## src/rtl/sec_ded_dec_pipe.sv

```systemverilog
`timescale 1ns/1ps
// sec_ded_dec_pipe
//    Pipelined Hsiao SEC-DED decoder for the memory read path. Sits between
//    RAM read data and its consumer.
//
//    Stage 1 registers the codeword, the correction mode and the syndrome.
//    Stage 2 registers the error classification and the corrected codeword.
//    Stages hand off with valid/ready backpressure.
//
//    Ports
//       CLK, RST_N       clock (rising edge), asynchronous active-low reset
//       IN_VLD / IN_RDY  input handshake
//       IN               codeword: [DATA_W-1:0] data, upper PAR_W bits check
//       CORR_EN          1 = correct single errors, 0 = detect only
//                        (sampled together with the input word)
//       OUT_VLD/OUT_RDY  output handshake
//       FINOUT, DOUT     (corrected) codeword and its data field
//       SYN, ERR, SGL, DBL  syndrome and classification of the output word
//       CNT_CLR          synchronous clear of the counters and the log
//       SGL_CNT, DBL_CNT saturating counts of delivered SGL / DBL words
//       LOG_VLD, LOG_SYN sticky syndrome of the first delivered ERR word
module sec_ded_dec_pipe #(
   parameter int unsigned DATA_W = 32,
   parameter int unsigned PAR_W  = 7,
   parameter int unsigned CNT_W  = 16
) (
   input  logic                      CLK,
   input  logic                      RST_N,
   input  logic                      IN_VLD,
   output logic                      IN_RDY,
   input  logic [DATA_W+PAR_W-1:0]   IN,
   input  logic                      CORR_EN,
   output logic                      OUT_VLD,
   input  logic                      OUT_RDY,
   output logic [DATA_W+PAR_W-1:0]   FINOUT,
   output logic [DATA_W-1:0]         DOUT,
   output logic [PAR_W-1:0]          SYN,
   output logic                      ERR,
   output logic                      SGL,
   output logic                      DBL,
   input  logic                      CNT_CLR,
   output logic [CNT_W-1:0]          SGL_CNT,
   output logic [CNT_W-1:0]          DBL_CNT,
   output logic                      LOG_VLD,
   output logic [PAR_W-1:0]          LOG_SYN
);

   localparam int unsigned CW   = DATA_W + PAR_W;
   localparam int unsigned NVAL = 1 << PAR_W;

   typedef logic [CW-1:0][PAR_W-1:0] hmat_t;

   // Number of odd-weight (>= 3) PAR_W-bit values available as data columns.
   function automatic int unsigned avail_cols();
      int unsigned n;
      int          w;
      n = 0;
      for (int unsigned v = 0; v < NVAL; v++) begin
         w = $countones(PAR_W'(v));
         if (w >= 3 && (w % 2) == 1) n++;
      end
      return n;
   endfunction

   // H matrix columns: data bits take the odd-weight (>= 3) values in
   // ascending order, check bit j takes the unit vector 1<<j.
   function automatic hmat_t gen_cols();
      hmat_t          h;
      int unsigned    n;
      int             w;
      logic [PAR_W-1:0] c;
      h = '0;
      n = 0;
      for (int unsigned v = 0; v < NVAL; v++) begin
         c = PAR_W'(v);
         w = $countones(c);
         if (w >= 3 && (w % 2) == 1 && n < DATA_W) begin
            h[n] = c;
            n++;
         end
      end
      for (int unsigned j = 0; j < PAR_W; j++) h[DATA_W+j] = PAR_W'(1) << j;
      return h;
   endfunction

   localparam hmat_t COLS = gen_cols();

   if (avail_cols() < DATA_W) begin : g_par_w_too_small
      $error("sec_ded_dec_pipe: PAR_W too small for DATA_W");
   end

   // ---------------- handshake ----------------
   logic v1, v2;
   logic rdy1, rdy2;

   assign rdy2   = ~v2 | OUT_RDY;
   assign rdy1   = ~v1 | rdy2;
   assign IN_RDY = rdy1;

   // ---------------- stage 1: syndrome ----------------
   logic [PAR_W-1:0] syn_c;

   // Check columns are unit vectors, so the check field seeds the XOR and
   // only the data columns need folding in.
   always_comb begin
      syn_c = IN[CW-1:DATA_W];
      for (int unsigned i = 0; i < DATA_W; i++) begin
         if (IN[i]) syn_c = syn_c ^ COLS[i];
      end
   end

   logic [CW-1:0]    w1;
   logic             c1;
   logic [PAR_W-1:0] s1;

   always_ff @(posedge CLK or negedge RST_N) begin
      if (!RST_N) begin
         v1 <= 1'b0;
         w1 <= '0;
         c1 <= 1'b0;
         s1 <= '0;
      end else if (rdy1) begin
         v1 <= IN_VLD;
         if (IN_VLD) begin
            w1 <= IN;
            c1 <= CORR_EN;
            s1 <= syn_c;
         end
      end
   end

   // ---------------- stage 2: classify and correct ----------------
   logic [CW-1:0] flip_c;
   logic [CW-1:0] fin_c;
   logic          err_c, sgl_c, dbl_c;

   // All columns are distinct and nonzero, so at most one flip bit is set
   // and a zero syndrome never matches.
   always_comb begin
      flip_c = '0;
      for (int unsigned b = 0; b < CW; b++) begin
         flip_c[b] = (s1 == COLS[b]);
      end
      err_c = |s1;
      sgl_c = |flip_c;
      dbl_c = err_c & ~sgl_c;
      fin_c = (c1 & sgl_c) ? (w1 ^ flip_c) : w1;
   end

   logic [CW-1:0]    fin2;
   logic [PAR_W-1:0] syn2;
   logic             err2, sgl2, dbl2;

   always_ff @(posedge CLK or negedge RST_N) begin
      if (!RST_N) begin
         v2   <= 1'b0;
         fin2 <= '0;
         syn2 <= '0;
         err2 <= 1'b0;
         sgl2 <= 1'b0;
         dbl2 <= 1'b0;
      end else if (rdy2) begin
         v2 <= v1;
         if (v1) begin
            fin2 <= fin_c;
            syn2 <= s1;
            err2 <= err_c;
            sgl2 <= sgl_c;
            dbl2 <= dbl_c;
         end
      end
   end

   assign OUT_VLD = v2;
   assign FINOUT  = fin2;
   assign DOUT    = fin2[DATA_W-1:0];
   assign SYN     = syn2;
   assign ERR     = err2;
   assign SGL     = sgl2;
   assign DBL     = dbl2;

   // ---------------- error statistics ----------------
   logic             deliver;
   logic [CNT_W-1:0] sgl_cnt, dbl_cnt;
   logic             log_vld;
   logic [PAR_W-1:0] log_syn;

   assign deliver = v2 & OUT_RDY;

   always_ff @(posedge CLK or negedge RST_N) begin
      if (!RST_N) begin
         sgl_cnt <= '0;
         dbl_cnt <= '0;
         log_vld <= 1'b0;
         log_syn <= '0;
      end else if (CNT_CLR) begin
         sgl_cnt <= '0;
         dbl_cnt <= '0;
         log_vld <= 1'b0;
         log_syn <= '0;
      end else if (deliver) begin
         if (sgl2 && sgl_cnt != '1) sgl_cnt <= sgl_cnt + 1'b1;
         if (dbl2 && dbl_cnt != '1) dbl_cnt <= dbl_cnt + 1'b1;
         if (err2 && !log_vld) begin
            log_vld <= 1'b1;
            log_syn <= syn2;
         end
      end
   end

   assign SGL_CNT = sgl_cnt;
   assign DBL_CNT = dbl_cnt;
   assign LOG_VLD = log_vld;
   assign LOG_SYN = log_syn;

endmodule

```

## config.mk

```make
export PLATFORM = sky130hd
export DESIGN_NAME = sec_ded_dec_pipe
export DESIGN_NICKNAME = d
export VERILOG_FILES = /design/src/rtl/sec_ded_dec_pipe.sv
export SDC_FILE = /design/constraint.sdc
export NUM_CORES = 1
export LEC_CHECK = 0
export BUFFER_PORTS_ARGS = -buffer_cell sky130_fd_sc_hd__buf_2
export CORE_MARGIN = 1.5
export CORE_UTILIZATION = 45
export CTS_BUF_LIST = sky130_fd_sc_hd__clkbuf_2
export CTS_CLUSTER_DIAMETER = 100
export DETAILED_ROUTE_END_ITERATION = 12
export GPL_ROUTABILITY_DRIVEN = 0
export PLACE_DENSITY = 0.68
export REMOVE_ABC_BUFFERS = 1
export SYNTH_ARGS = -nofsm -noshare
export SYNTH_HDL_FRONTEND = slang
export SYNTH_SLANG_ARGS = --single-unit
```

## constraint.sdc

```tcl
create_clock -name CLK -period 3.9 [get_ports CLK]
set_input_delay 0.585 -clock CLK [delete_from_list [all_inputs] [get_ports CLK]]
set_output_delay 0.585 -clock CLK [all_outputs]
set_load 0.005 [all_outputs]
```

==> results.cfg <==
[global_route]
grt.total_usage_pct = 20.4
grt_max_degree = 82
grt_pass1_wl_um = 28100
overflow = 0
grt_pass1_vias = 5391
antenna_found_initial = 0

[critical_path]
reg2regPathDepth = 6
arrival_ps = 3070
cp_cell_sequence = nand2b_1 > nor2_1 > a21oi_1 > o221ai_1 > or4_1 > mux2_4
cp.required_ps = 4480
cp-start-kind = flop
crit_slowest_cell = dfrtp_1
slowest_delay_ps = 770
critPathCaptureType = flop
criticalPathCategory = flop to flop
worstPathMaxFanout = 16

[layout]
n_fill_cell = 1517
layout.cells.non_filler = 1102
nets = 920
post_route_cells_drive_above_1_share_pct = 28.3
n_antenna_cell = 0
most-common-layout-cells = buf_2 (166), dfrtp_1 (138), nand2_1 (108)
mostFrequentLayoutCell = buf_2
area_growth_pct = 13.8

[drt]
avgRoutedWirePerCell_um = 15.4
totalWireLength_um = 17000
drtAntennaViolNets = 0
dr.pass1.iters = 4
vias_per_cell = 5.01
drc = 0
num_vias = 5516
drt_iter0_drc = 311

[timing]
max_freq_ghz = 0.402
period_needed_ps = 2490
finClkSkew_ps = 27.1
tns_ps = 0
setup_violations = 0
rsz0062_at_grt = false
fin_crit_sh_pct = 63.8
worst_slew_pin_slew_ps = 850
timing.final.max_slew_violations = 0
slew_headroom_pct = 43.1
hold_viol = 0

[worst_hold_path]
holdPathStages = 2
hold_class = primary input to flop

[clock_network]
cts_tree = built
clkLatencyLatePin_ps = 700
post-cts-setup-buffers = 0
cts-buffers-inserted = 17
h-tree-depth = 4
clkSinkCount = 138
clkSlewWorstSetupHoldPaths_ps = 180
cts-root-buf = clkbuf_2
clock_path_buffers = 2

[die]
die_width_um = 131
initial_core_util_pct = 46.3
num_rows = 46
fp.dieH_um = 131
pin_count = 168
dieArea_um2 = 17200
core_area_um2 = 16000

[placed_design]
place_inst = 1069
port_buffers = 167
detailed_place_hpwl_um = 12600

[synth]
synth_cells = 747
ys_async_sr_fraction_pct = 100
ys_seq_area_share_pct = 46.6
avgSynthCellArea_um2 = 9.91
yosysUniqueCellTypes = 52
synth-edff-count = 0
yosysWarnings = 0
ys.flop_type = dfrtp_1
synth.cell_area_um2 = 7400
ys_ff_latch = 138

[power]
ir_drop_mv = 0.286
power_leakage_uw = 0.00381
power_density_nw_per_um2 = 503

[flow_run]
cap_violations = 0

[outcome]
outcome = complete, no violations
==> cells in the mapped netlist (6+ instances only) <==
| master | instances | area share (%) |
|---|---|---|
| nor2b_1 | 7 | 0.59 |
| a21oi_1 | 8 | 0.54 |
| nand3_1 | 17 | 1.1 |
| nand4_1 | 8 | 0.68 |
| o21ai_0 | 64 | 4.3 |
| nand2_1 | 110 | 5.6 |
| and3_1 | 11 | 0.93 |
| mux2_2 | 40 | 6.1 |
| nor3_1 | 10 | 0.68 |
| xor2_1 | 51 | 6.0 |
| dfrtp_1 | 138 | 47 |
| inv_1 | 6 | 0.30 |
| nand2b_1 | 14 | 1.2 |
| xnor2_1 | 92 | 11 |
| and4_1 | 6 | 0.71 |
| buf_2 | 6 | 0.41 |
| clkbuf_1 | 24 | 1.2 |
| buf_4 | 34 | 3.4 |
| nor2_1 | 45 | 2.3 |
==> layout make-up <==
class / count / area (um^2) / share of cell area, %
flip-flops and latches: 138 / 3450 / 41.0
inverters: 6 / 22.5 / 0.267
multi-input cells: 537 / 3540 / 42.1
repair buffers: 173 / 902 / 10.7
clock inverters: 11 / 128 / 1.52
well taps: 216 / 270 / 3.21
clock buffers: 21 / 105 / 1.25
==> final timing paths <==
| check | start | endpoint | slack, ps |
|---|---|---|---|
| setup / recovery | s1[2] | SGL | 1410 |
| hold / removal | IN_VLD | v1 | 110 |
| setup reg to reg | s1[2] | SGL | 1410 |
| hold reg to reg | FINOUT[36] | FINOUT[36] | 500 |
| max in group asynchronous | RST_N | w1[6] | 2650 |
| min in group asynchronous | RST_N | SGL_CNT[7] | 440 |
==> layer usage <==
metal | share of wire [%] | GRT usage [%] | up-vias
met4 | 1.1 | 5.99 | 0
met5 | 0 | 0 | -
li1 | - | - | 2725
met2 | 48 | 33.1 | 173
met1 | 46 | 27.5 | 2603
met3 | 5.6 | 4.51 | 15
==> power breakdown <==
group	total [uW]	internal [uW]	switching [uW]
Combinational	1340	663	676
Sequential	2040	1680	358
Clock	860	357	502
Total	4240	2700	1540
==> state kept, by name, indices dropped and copies added (netlist names) <==
name,cells
ERR,1
w1,39
SGL,1
OUT_VLD,1
v1,1
SYN,7
FINOUT,39
s1,7
SGL_CNT,16
DBL_CNT,16
c1,1
DBL,1
LOG_VLD,1
LOG_SYN,7
==> cell families after synthesis <==
family | share of synthesized area (%)
buf+inv | 5.58
fa+ha+maj | 0.338
simple gates | 16.6
mux | 6.69
xor+xnor | 17.3
flops | 46.6
compound gates | 6.86
==> critical path: cells and delay by family (launching register included) <==
kind	cells	cell delay, ps
mux	1	270
compound gates	2	330
simple gates	3	1010
flops	1	770
==> through the flow <==
step / cell area [um^2] / total power, uW / hold WS (ps) / setup WS, ps / util [%]
floorplan: 7010 / 2840 / 289 / 1500 / -
global placement: 8180 / 3390 / 457 / 1560 / 51.1
detailed placement: 8180 / 3420 / 465 / 1490 / 51.1
CTS: 8420 / 4280 / 33.9 / 1440 / 52.6
global route: 8420 / 4550 / 28.6 / 1280 / 52.6
finish: 8420 / 4240 / 109 / 1410 / 52.6
==> what timing repair did <==
action | CTS | global route
hold endpoints to repair | 80 | 0
hold buffers | 1 | 0
gates resized for setup | 0 | 0
Note: power is estimated with default switching activity, not from simulation.
